**config.mk**
```make
export PLATFORM = sky130hd
export DESIGN_NAME = alu_result_stage
export DESIGN_NICKNAME = d
export VERILOG_FILES = /design/src/rtl/alu_pkg.sv /design/src/rtl/alu_flag_gen.sv /design/src/rtl/alu_result_stage.sv
export SDC_FILE = /design/constraint.sdc
export NUM_CORES = 1
export LEC_CHECK = 0
export CAP_MARGIN = 20
export CELL_PAD_IN_SITES_DETAIL_PLACEMENT = 0
export CELL_PAD_IN_SITES_GLOBAL_PLACEMENT = 2
export CORE_UTILIZATION = 25
export DETAILED_ROUTE_END_ITERATION = 16
export HOLD_SLACK_MARGIN = 0.08
export MAX_ROUTING_LAYER = met4
export PLACE_DENSITY = 0.78
export SLEW_MARGIN = 20
export SYNTH_ARGS = -nofsm -noshare
export SYNTH_HDL_FRONTEND = slang
export SYNTH_SLANG_ARGS = --single-unit
```
**constraint.sdc**
```tcl
create_clock -name clock -period 1.99 [get_ports clock]
set_input_delay 0.398 -clock clock [delete_from_list [all_inputs] [get_ports clock]]
set_output_delay 0.398 -clock clock [all_outputs]
set_load 0.01 [all_outputs]
```
**src/rtl/alu_pkg.sv**
```systemverilog
// Shared ALU result-stage definitions: opcode values and the buffered entry record.
package alu_pkg;

  localparam logic [4:0] OP_ADD = 5'd0;
  localparam logic [4:0] OP_SUB = 5'd1;
  localparam logic [4:0] OP_AND = 5'd2;
  localparam logic [4:0] OP_OR  = 5'd3;
  localparam logic [4:0] OP_SLL = 5'd4;
  localparam logic [4:0] OP_SRA = 5'd5;

  // result + opcode + {ovf, ne, lt}
  localparam int ENTRY_W = 32 + 5 + 3;

  typedef struct packed {
    logic [31:0] result;
    logic [4:0]  opcode;
    logic        ovf;
    logic        ne;
    logic        lt;
  } entry_t;

  function automatic logic is_legal_op(input logic [4:0] op);
    return op <= OP_SRA;
  endfunction

endpackage

```
**src/rtl/alu_flag_gen.sv**
```systemverilog
// Combinational flag generation for one ALU result: signed overflow (add/sub only),
// operand inequality and signed less-than. Zero latency, no flow control.
module alu_flag_gen
  import alu_pkg::*;
(
  input  logic [31:0] op_a,
  input  logic [31:0] op_b,
  input  logic        result_msb,
  input  logic [4:0]  opcode,
  output logic        ovf,
  output logic        ne,
  output logic        lt
);

  // Overflow only needs the result's sign bit against the operand signs.
  always_comb begin
    ovf = 1'b0;
    case (opcode)
      OP_ADD:  ovf = (op_a[31] == op_b[31]) && (result_msb != op_a[31]);
      OP_SUB:  ovf = (op_a[31] != op_b[31]) && (result_msb != op_a[31]);
      default: ovf = 1'b0;
    endcase
  end

  assign ne = (op_a != op_b);
  assign lt = ($signed(op_a) < $signed(op_b));

endmodule

```
**src/rtl/alu_result_stage.sv**
```systemverilog
// DEPTH-entry result buffer with flag capture, saturating overflow counter and sticky illegal-op flag.
// One cycle push-to-out_valid; in_ready is registered not-full, independent of out_ready.
module alu_result_stage
  import alu_pkg::*;
#(
  parameter int DEPTH = 2,
  parameter int CNT_W = 16
) (
  input  logic             clock,
  input  logic             reset_n,
  input  logic             in_valid,
  output logic             in_ready,
  input  logic [31:0]      in_result,
  input  logic [4:0]       in_opcode,
  input  logic [31:0]      in_opA,
  input  logic [31:0]      in_opB,
  output logic             out_valid,
  input  logic             out_ready,
  output logic [31:0]      out_result,
  output logic [4:0]       out_opcode,
  output logic             out_ovf,
  output logic             out_ne,
  output logic             out_lt,
  output logic [CNT_W-1:0] ovf_count,
  input  logic             ovf_clear,
  output logic             illegal_op
);

  localparam int PTR_W = $clog2(DEPTH);
  localparam int OCC_W = PTR_W + 1;
  localparam logic [PTR_W-1:0] LAST_PTR = PTR_W'(DEPTH - 1);
  localparam logic [OCC_W-1:0] FULL_OCC = OCC_W'(DEPTH);

  entry_t           mem [DEPTH];
  entry_t           new_entry;
  entry_t           head;
  logic [PTR_W-1:0] wr_ptr;
  logic [PTR_W-1:0] rd_ptr;
  logic [OCC_W-1:0] occ;
  logic             live;
  logic             push;
  logic             pop;
  logic             f_ovf;
  logic             f_ne;
  logic             f_lt;

  alu_flag_gen u_flag_gen (
    .op_a       (in_opA),
    .op_b       (in_opB),
    .result_msb (in_result[31]),
    .opcode     (in_opcode),
    .ovf        (f_ovf),
    .ne         (f_ne),
    .lt         (f_lt)
  );

  assign new_entry = '{result: in_result, opcode: in_opcode, ovf: f_ovf, ne: f_ne, lt: f_lt};

  // live holds in_ready low until the first edge after reset is released.
  assign in_ready  = live && (occ != FULL_OCC);
  assign out_valid = (occ != '0);
  assign push      = in_valid && in_ready;
  assign pop       = out_valid && out_ready;

  assign head       = mem[rd_ptr];
  assign out_result = head.result;
  assign out_opcode = head.opcode;
  assign out_ovf    = head.ovf;
  assign out_ne     = head.ne;
  assign out_lt     = head.lt;

  function automatic logic [PTR_W-1:0] next_ptr(input logic [PTR_W-1:0] p);
    return (p == LAST_PTR) ? '0 : p + PTR_W'(1);
  endfunction

  always_ff @(posedge clock or negedge reset_n) begin
    if (!reset_n) begin
      for (int i = 0; i < DEPTH; i++) mem[i] <= '0;
      wr_ptr <= '0;
      rd_ptr <= '0;
      occ    <= '0;
      live   <= 1'b0;
    end else begin
      live <= 1'b1;
      if (push) begin
        mem[wr_ptr] <= new_entry;
        wr_ptr      <= next_ptr(wr_ptr);
      end
      if (pop) rd_ptr <= next_ptr(rd_ptr);
      case ({push, pop})
        2'b10:   occ <= occ + OCC_W'(1);
        2'b01:   occ <= occ - OCC_W'(1);
        default: occ <= occ;
      endcase
    end
  end

  // A clear coinciding with an overflow push counts that push.
  always_ff @(posedge clock or negedge reset_n) begin
    if (!reset_n) begin
      ovf_count <= '0;
    end else if (ovf_clear) begin
      ovf_count <= (push && f_ovf) ? CNT_W'(1) : '0;
    end else if (push && f_ovf && (ovf_count != '1)) begin
      ovf_count <= ovf_count + CNT_W'(1);
    end
  end

  always_ff @(posedge clock or negedge reset_n) begin
    if (!reset_n) begin
      illegal_op <= 1'b0;
    end else if (push && !is_legal_op(in_opcode)) begin
      illegal_op <= 1'b1;
    end
  end

endmodule

```
; Word-level counts from Yosys, hierarchy flattened
; Cells that the tools add are included.
[totals]
wordCells = 64
reg_bits = 102
out_inout_bits = 59
inputBits = 106
[classes]
n_reduce_logical = 14
muxes = 13
n_eq_ne = 9
n_addsub = 5
n_bitwise = 2
n_lt_le_gt_ge = 5
[ops]
columns = cell, count
row1 = two-way mux 40 bit, 4
row2 = bitwise mux 80 bit, 1
row3 = demux 40 bit (select 1 bit), 1
row4 = < comparator 32 bit, 1
row5 = two-way mux 16 bit, 2
row6 = != test 32 bit, 1
row7 = "adder 16 x 1 -> 16 bit, second input constant", 1
row8 = "!= test 16 bit, second input constant", 1
row9 = logical AND 1 bit, 9
row10 = nonzero test 2 bit, 3
row11 = "== test 5 x 1 -> 1 bit, second input constant", 1
row12 = "<= comparator 5 x 3 -> 1 bit, second input constant", 1
row13 = logical NOT 5 bit, 1
row14 = ">= comparator 2 bit, second input constant", 2
row15 = inverter 1 -> 2 bit, 2
row16 = one-hot mux 2 bit (2 select lines), 1
row17 = two-way mux 1 bit, 3
row18 = "adder 1 bit, second input constant", 2
row19 = "adder 2 x 1 -> 2 bit, second input constant", 1
row20 = "== test 2 x 1 -> 1 bit, second input constant", 1
row21 = "== test 2 bit, second input constant", 1
row22 = "< comparator 2 x 1 -> 1 bit, second input constant", 1
row23 = != test 1 bit, 2
row24 = "!= test 2 bit, second input constant", 1
row25 = 4 further kinds, 4

; Longest topological paths before layout
; Gate-level depths: netlist of run 1.
[depth]
ltp_word = 7
mapped_depth = 8
depth_no_buf = 8

; Cells and area by module
; Synthesis of run 1 repeated with hierarchy kept, for this count alone.
[unflattened]
cells_unflattened = 462
hier_area_um2 = 5550.3
[modules_own_cells]
columns = mod, area_per_inst_um2, seq_area_each_um2, n_inst, cells_each
row1 = alu_result_stage, 4707.0, 2552.4, 1, 346
row2 = alu_flag_gen, 843.3, 0.0, 1, 116

; Worst setup path before layout of run 1
; No wires, ideal clock.
[synth_path]
path_kind = input to register
startpoint = input in_opB[17]
endpoint = register mem[0] (netlist bit)
cell_stages = 8
setup_time_ns = 0.136
required_ns = 1.854
path_buffers = 0
slack_ns = -0.180
t_arrival_ns = 2.034
path_cell_list = inv_1 > ha_1 > a21o_1 > a221o_1 > a22o_1 > or4_4 > a22oi_1 > o41ai_1
[synth_via]
elab_chain_len = 2
[synth_rtl]
columns = item, line_no
row1 = "start, declared", alu_result_stage.sv:16  ; input logic [31:0] in_opB,
row2 = < comparator 32 bit, alu_flag_gen.sv:26  ; assign lt = ($signed(op_a) < $signed(op_b));
row3 = bitwise mux 80 bit, alu_result_stage.sv:86  ; mem[wr_ptr] <= new_entry;
row4 = "end signal, assigned by index", alu_result_stage.sv:86
row5 = "end, declared", alu_result_stage.sv:34  ; entry_t mem [DEPTH];
; No other way between the ends.
; A chain may end at the register's enable or synchronous reset.

; Worst setup path in the final report of run 1
[layout_path]
startpoint = input in_opB[18]
endpoint = register mem[40] (netlist bit)
; Same word-level chain as after synthesis.

==> impl_results.md, run 1 <==
- Status: finished clean
- CP Launch Type: input pin
- Top Metal Used: met4
- Post-route ant nets: 0
- Met2 WL post-DR: roughly 7.6 mm
- DRT met1 WL: 6.22 mm
- Clk buf depth: 2
- Dpl cell area: 7710 um2
- Fmax: just over 500 MHz
- Max H-tree Level: 3
- Slowest CP cell: or4_4
- Cells after Synth: ~450
- DR pass1 iterations: 4
- Worst-Skew Late Latency: around 0.35 ns
- Most frequent cells in the layout: mux2_2, dfrtp_1, clkdlybuf4s50_1, buf_4, buf_6
- Drt wl/cell: approximately 15 um
- P_leak: 3.87 nW
- Multi-input combinational cell area: around 3000 um2
- Initial antenna violation count: 1
- Critical R2R Launch: ovf_count[0]$_DFFE_PN0P_
- Vias/cell: ~4.4
- Worst-path fanout max: 4
- Pwr/cell area: ~1200 nW/um2
- Largest net degree at the start of global routing: between 50 and 60
- CTS Sinks: around 100
- Switching power: around 3 mW
- Sequential power share: 33.6%
- Pint: 6.91 mW
- Seq/Total Area, Yosys: 47.2%
- CP Buf/Inv Count: 2
- GRT Overall Usage: 14.1%
- Synthesized cell area: roughly 5400 um2
- Setup ws final: around 0.0043 ns
- Clk slew on worst S/H paths: about 0.070 ns
- Number of global-route vias before repair: 4,589
- Setup violations, final: 0
- Global-route wire length before repair: 23.5 mm
- Worst hold start: mem[1]$_DFFE_PN0P_
- Largest stage delay, worst path: ~0.47 ns
- Detailed Place HPWL: around 11 mm
- Total Nets Final: 801
- Worst setup skew after layout: 0.00788 ns
- Met3 Wirelength: 454 um
- Syn nets: 592
- WP data required: 2.22 ns
- Combinational power share: a little under half
- # IOs: ~170
- Worst slack, placed: -0.822 ns
- Min-Delay Path Class: reg2reg
- Die H: approximately 150 um
- Die area: around 22,000 um2
- Num CTS Buffers: 9
- Total number of vias: a little over 4,000
- Routed WL: approximately 15 mm
- Die width: 149 um
- Layout filler cell count: ~2,000
- Initial Utilization: 25.7%
- Hold Vio Cnt, Final: 0
- Maxcap violations: 0
- Commonest non-fill, non-tap cell in the layout: mux2_2
- Worst-path cell chain: buf_6, inv_4, ha_4, and2_4, a221o_1, a22o_1, or4_4, a22oi_2, o41ai_4
- Seq cells post-synth: ~100
- Drc violations: 0
- Initial DRC count: approximately 80
- Critical path endpoint category: register
- CTS tree: built
- Yosys warnings: 0
- Num rows: 53
- Synthesis-to-layout area growth: 57.4%
- Total power: between 9 and 10 mW
- Core ar.: around 21,000 um2
- IO Port Bufs: around 160
- Post-route insts no fill: 942
- Fin. max-slew vios: 0
- RePlAce Congestion: 0.753
- Root buffer cell: clkbuf_16
- Crit path max-delay family: compound AO/OA/AOI/OAI gates
- Crit path DAT: between 2 and 2.5 ns
- Library cells used by synthesis: 44
- Layout cells sized above 1: between 40% and 50%
- Worst Setup SP: in_opB[18]
- Post-route cell area: 8510 um2
- RSZ-0062 raised after global routing: yes
- Sw frac: between 30% and 40%
- Clk pwr share: 19.9%
- IR drop worst, VDD: about 620 uV
- Register Area: about 2600 um2
- Fin crit share: approximately 100%
- Total congestion overflow: 0
- Placed Cells incl. Taps: a little over 900
- Critical path class: in2reg
- Post-route minimum period: ~2.0 ns
- Syn Area/Cell: between 10 and 15 um2
## layer usage
metal | track usage [%] | vias up
li1 | - | 2000
met1 | 16.1 | 2026
met2 | 24.5 | 81
met3 | 2.91 | 20
met4 | 4.49 | 0
met5 | - | -
## state kept, by name, summed over array words and instances (netlist names)
| signal | count |
|---|---|
| illegal_op | 1 |
| live | 1 |
| mem | 80 |
| occ | 2 |
| ovf_count | 16 |
| rd_ptr | 1 |
| wr_ptr | 1 |
## synthesized netlist by cell type, drive strengths merged
cell type | n | area (um2)
nor2b | 1 | 6.26
a21o | 4 | 30.0
xnor2 | 7 | 61.3
o211ai | 2 | 15.0
dfrtp | 102 | 2550
and3 | 4 | 27.5
a21boi | 1 | 7.51
a2111oi | 1 | 27.5
nor2 | 24 | 90.1
a221o | 2 | 20.0
a211oi | 1 | 7.51
o211a | 1 | 10.0
o41ai | 2 | 17.5
or4 | 1 | 11.3
inv | 38 | 143
a31oi | 1 | 6.26
a22oi | 2 | 15.0
mux2 | 116 | 1310
conb | 1 | 3.75
a22o | 1 | 8.76
nand2b | 4 | 25.0
a21oi | 11 | 55.1
nand2 | 20 | 77.6
o21bai | 1 | 7.51
clkbuf | 8 | 30.0
nand3 | 9 | 45.0
and2 | 5 | 31.3
nand4 | 11 | 68.8
ha | 34 | 425
and4 | 2 | 20.0
buf | 8 | 42.5
o21ai | 5 | 25.0
a221oi | 1 | 8.76
nor4 | 3 | 33.8
nor3 | 3 | 15.0
dlygate4sd3 | 1 | 10.0
xor2 | 14 | 123
## timing repair
item                                   in CTS  in global routing
cloned                                      2                  0
pin swaps                                  32                 23
resized for setup                         271                 52
endpoints found under the hold margin      30                  0
hold buffers                                1                  0
setup endpoints to repair                  59                 53
setup buffers                              12                  3
## per-stage QoR
step / util, % / hold slack [ns] / setup TNS (ns)
2_1_floorplan: - / 0.102 / -0.195
3_3_place_gp: 36.6 / 0.376 / -9.10
3_5_place_dp: 36.6 / 0.383 / -9.70
4_1_cts: 39.6 / 0.487 / -0.552
5_1_grt: 40.4 / 0.496 / -0.0414
6_report: 40.4 / 0.482 / 0
## cell type report
| cell class | instances | area share (%) |
|---|---|---|
| Tap cell | 275 | 4.04 |
| Multi-Input combinational cell | 295 | 35.4 |
| Inverter | 38 | 1.76 |
| Antenna cell | 1 | 0.0294 |
| Sequential cell | 102 | 30.0 |
| Timing Repair Buffer | 215 | 24.8 |
| Clock buffer | 12 | 3.01 |
| Clock inverter | 4 | 0.911 |
## kinds of logic (layout without fill, tap and decap cells)
family / after synthesis / in the layout / synth area share [%]
AND/OR/NAND/NOR: 87 / 87 / 8.35
XOR/XNOR: 21 / 21 / 3.40
other: 1 / 2 / 0.0693
buffers and inverters: 55 / 269 / 4.16
flip-flops: 102 / 102 / 47.2
adder cells (fa/ha/maj): 34 / 34 / 7.86
multiplexers: 116 / 116 / 24.1
AO/OA/AOI/OAI: 36 / 36 / 4.83
## tightest hold or removal path: stages, from the launching register on
cell	delay (ns)
dfrtp_1	0.35
nand2_1	0.05
o21ai_0	0.06
## final timing paths
kind / slack, ns / end / depth (start not counted)
min in group asynchronous: 0.54 / mem[31]$_DFFE_PN0P_ / 2
worst max-delay path: 0.004 / mem[40]$_DFFE_PN0P_ / 9
worst max register to register: 0.13 / ovf_count[15]$_DFFE_PN0P_ / 8
max in group asynchronous: 0.80 / mem[41]$_DFFE_PN0P_ / 3
worst min register to register: 0.48 / mem[1]$_DFFE_PN0P_ / 2
worst min-delay path: 0.48 / mem[1]$_DFFE_PN0P_ / 2
## power by group through the flow
| stage | combinational [mW] | sequential, mW | clock, mW |
|---|---|---|---|
| after floorplan | 2.39 | 3.22 | 0 |
| after global placement | 4.36 | 3.30 | 0 |
| after detailed placement | 4.43 | 3.38 | 0 |
| after CTS | 4.77 | 3.33 | 2.04 |
| after global routing | 4.96 | 3.45 | 2.13 |
| final | 4.59 | 3.33 | 1.97 |
No activity file was read; power rests on OpenSTA's default activity.
==> run 2, diff against run 1 <==
Settings changed: CORE_UTILIZATION 25 to 30, PLACE_DENSITY 0.78 to 0.89.
==> run 2 against run 1 <==
- register-to-register slack improved by 0.05 ns
- utilization up 7.9 points
- worst setup slack worse by 0.0062 ns
- combinational power down 2%
- the flow now finishes with violations (negative setup slack)
- clock power decreased by 15%
- largest power group unchanged
- wire length rose by 0.54%
- cell area down 0.98%
- die area decreased by 16%
- non-clock buffer count did not move
- global-route usage increased by 2.6 points
==> impl_results.md, run 2 (same netlist as run 1, synthesis figures left out) <==
- Initial antenna violation count: 0
- Synthesis-to-layout area growth: 55.8%
- Hold Vio Cnt, Final: 0
- IR drop worst, VDD: ~760 uV
- Initial DRC count: 94
- Drt wl/cell: about 16 um
- IO Port Bufs: 164
- Vias/cell: 4.67
- Setup ws final: -0.00190 ns
- P_leak: ~4 nW
- Die H: 136 um
- Post-route minimum period: 1.99 ns
- Clk slew on worst S/H paths: around 0.07 ns
- Core ar.: ~17,000 um2
- Post-route insts no fill: about 900
- Num CTS Buffers: 9
- Total number of vias: between 4,000 and 5,000
- Crit path DAT: 2.21 ns
- Hold Worst Slack: 0.414 ns
- Dpl cell area: around 7700 um2
- Initial Utilization: between 30% and 40%
- WP data required: 2.21 ns
- Worst-path fanout max: 4
- Violated checks: negative setup slack
- Fin crit share: 100%
- RePlAce Congestion: between 0.7 and 0.8
- FF-to-FF setup slack: around 0.18 ns
- Post-route ant nets: 0
- Placed Cells incl. Taps: approximately 860
- Total congestion overflow: 0
- CTS tree: built
- Clk buf depth: 2
- Max reg flops: 80
- Most frequent cells in the layout: mux2_2, dfrtp_1, clkdlybuf4s50_1, buf_4, buf_2
- Setup violations, final: 1
- Total Nets Final: 801
- Post-route cell area: between 8000 and 9000 um2
- Largest net degree at the start of global routing: 32
- Number of global-route vias before repair: around 4,600
- Worst setup skew after layout: between 0.008 and 0.009 ns
- Detailed Place HPWL: between 10 and 15 mm
- Die width: 136 um
- Total power: between 9 and 10 mW
- Pwr/cell area: 1130 nW/um2
- Status: finished, violations left
- Maxcap violations: 0
- Layout cells sized above 1: between 40% and 50%
- CTS Sinks: 102
- RSZ-0062 raised after global routing: yes
- Final Util: between 40% and 50%
- Critical path class: in2reg
- Layout filler cell count: 1,559
- DR pass1 iterations: 4
- Min-Delay Path Class: in2reg
- Global-route wire length before repair: between 20 and 25 mm
- CP Launch Type: input pin
- Fmax: 502 MHz
- Num rows: 48
- Largest regs: mem: 80 flops, ovf_count: 16 flops, occ: 2 flops
- Biggest register: mem
- Commonest non-fill, non-tap cell in the layout: mux2_2
- Die area: between 15,000 and 20,000 um2
- Worst slack, placed: -0.824 ns
- # IOs: approximately 170
- N_diodes: 0
- Root buffer cell: clkbuf_16
- Fin Setup TNS: -0.00190 ns
- Routed WL: 14.6 mm
- Worst-Skew Late Latency: 0.35 ns
- Critical path endpoint category: register
- GRT Overall Usage: about 17%
- Drc violations: 0
- Max H-tree Level: 3
- Fin. max-slew vios: 0
## run 2: cell types whose count changed in the layout (fill, tap and decap cells not counted), sizes merged
cell and change:
dlymetal6s2s +11, clkdlybuf4s15 -9, clkbuf +5, clkinvlp +1, buf +14, bufinv -2, clkdlybuf4s50 -10, dlygate4sd2 -13
diode -1, inv +3
## run 2: what timing repair did
| action | CTS | global route |
|---|---|---|
| buffers inserted | 7 | 3 |
| endpoints found under the hold margin | 27 | 0 |
| cloned | 3 | 0 |
| hold buffers | 1 | 0 |
| pin swaps | 34 | 32 |
| endpoints found under the setup margin | 59 | 52 |
| gates resized for setup | 276 | 105 |
## run 2: worst paths after layout
check / from / endpoint / depth (start not counted)
max in group asynchronous: reset_n / ovf_count[7]$_DFFE_PN0P_ / 3
setup reg to reg: ovf_count[11]$_DFFE_PN0P_ / ovf_count[13]$_DFFE_PN0P_ / 7
hold / removal: in_result[31] / mem[39]$_DFFE_PN0P_ / 2
setup / recovery: in_opB[18] / mem[0]$_DFFE_PN0P_ / 9
hold reg to reg: mem[41]$_DFFE_PN0P_ / mem[41]$_DFFE_PN0P_ / 2
min in group asynchronous: reset_n / mem[33]$_DFFE_PN0P_ / 2
## run 2: area by class of cell
cell class	count	area [um2]	area share (%)
inverters	38	153	1.81
multi-input cells	295	3110	36.9
well taps	225	282	3.34
clock buffers	10	229	2.72
flip-flops and latches	102	2550	30.3
repair buffers	215	2050	24.4
clock inverters	6	50.0	0.594
## run 2: where the power goes
group / internal [mW] / leakage (nW) / total (mW) / switching [mW]
logic: 2.71 / 2.57 / 4.49 / 1.78
registers: 2.93 / 1.25 / 3.37 / 0.440
clock network: 0.869 / 0.136 / 1.68 / 0.812
total: 6.51 / 3.96 / 9.54 / 3.03
## run 2: layer usage
| metal | vias to the layer above | share of wire (%) | track usage, % |
|---|---|---|---|
| met5 | - | 0 | - |
| met4 | 0 | 2.2 | 5.19 |
| li1 | 2005 | - | - |
| met1 | 2052 | 41 | 18.9 |
| met3 | 21 | 3.7 | 3.88 |
| met2 | 86 | 53 | 29.0 |
## run 2: worst max-delay path, cell delays in order
cell	delay, ns
buf_6	0.10
inv_4	0.05
ha_4	0.19
and2_4	0.15
a221o_1	0.32
a22o_1	0.20
or4_4	0.46
a22oi_2	0.22
o41ai_4	0.12
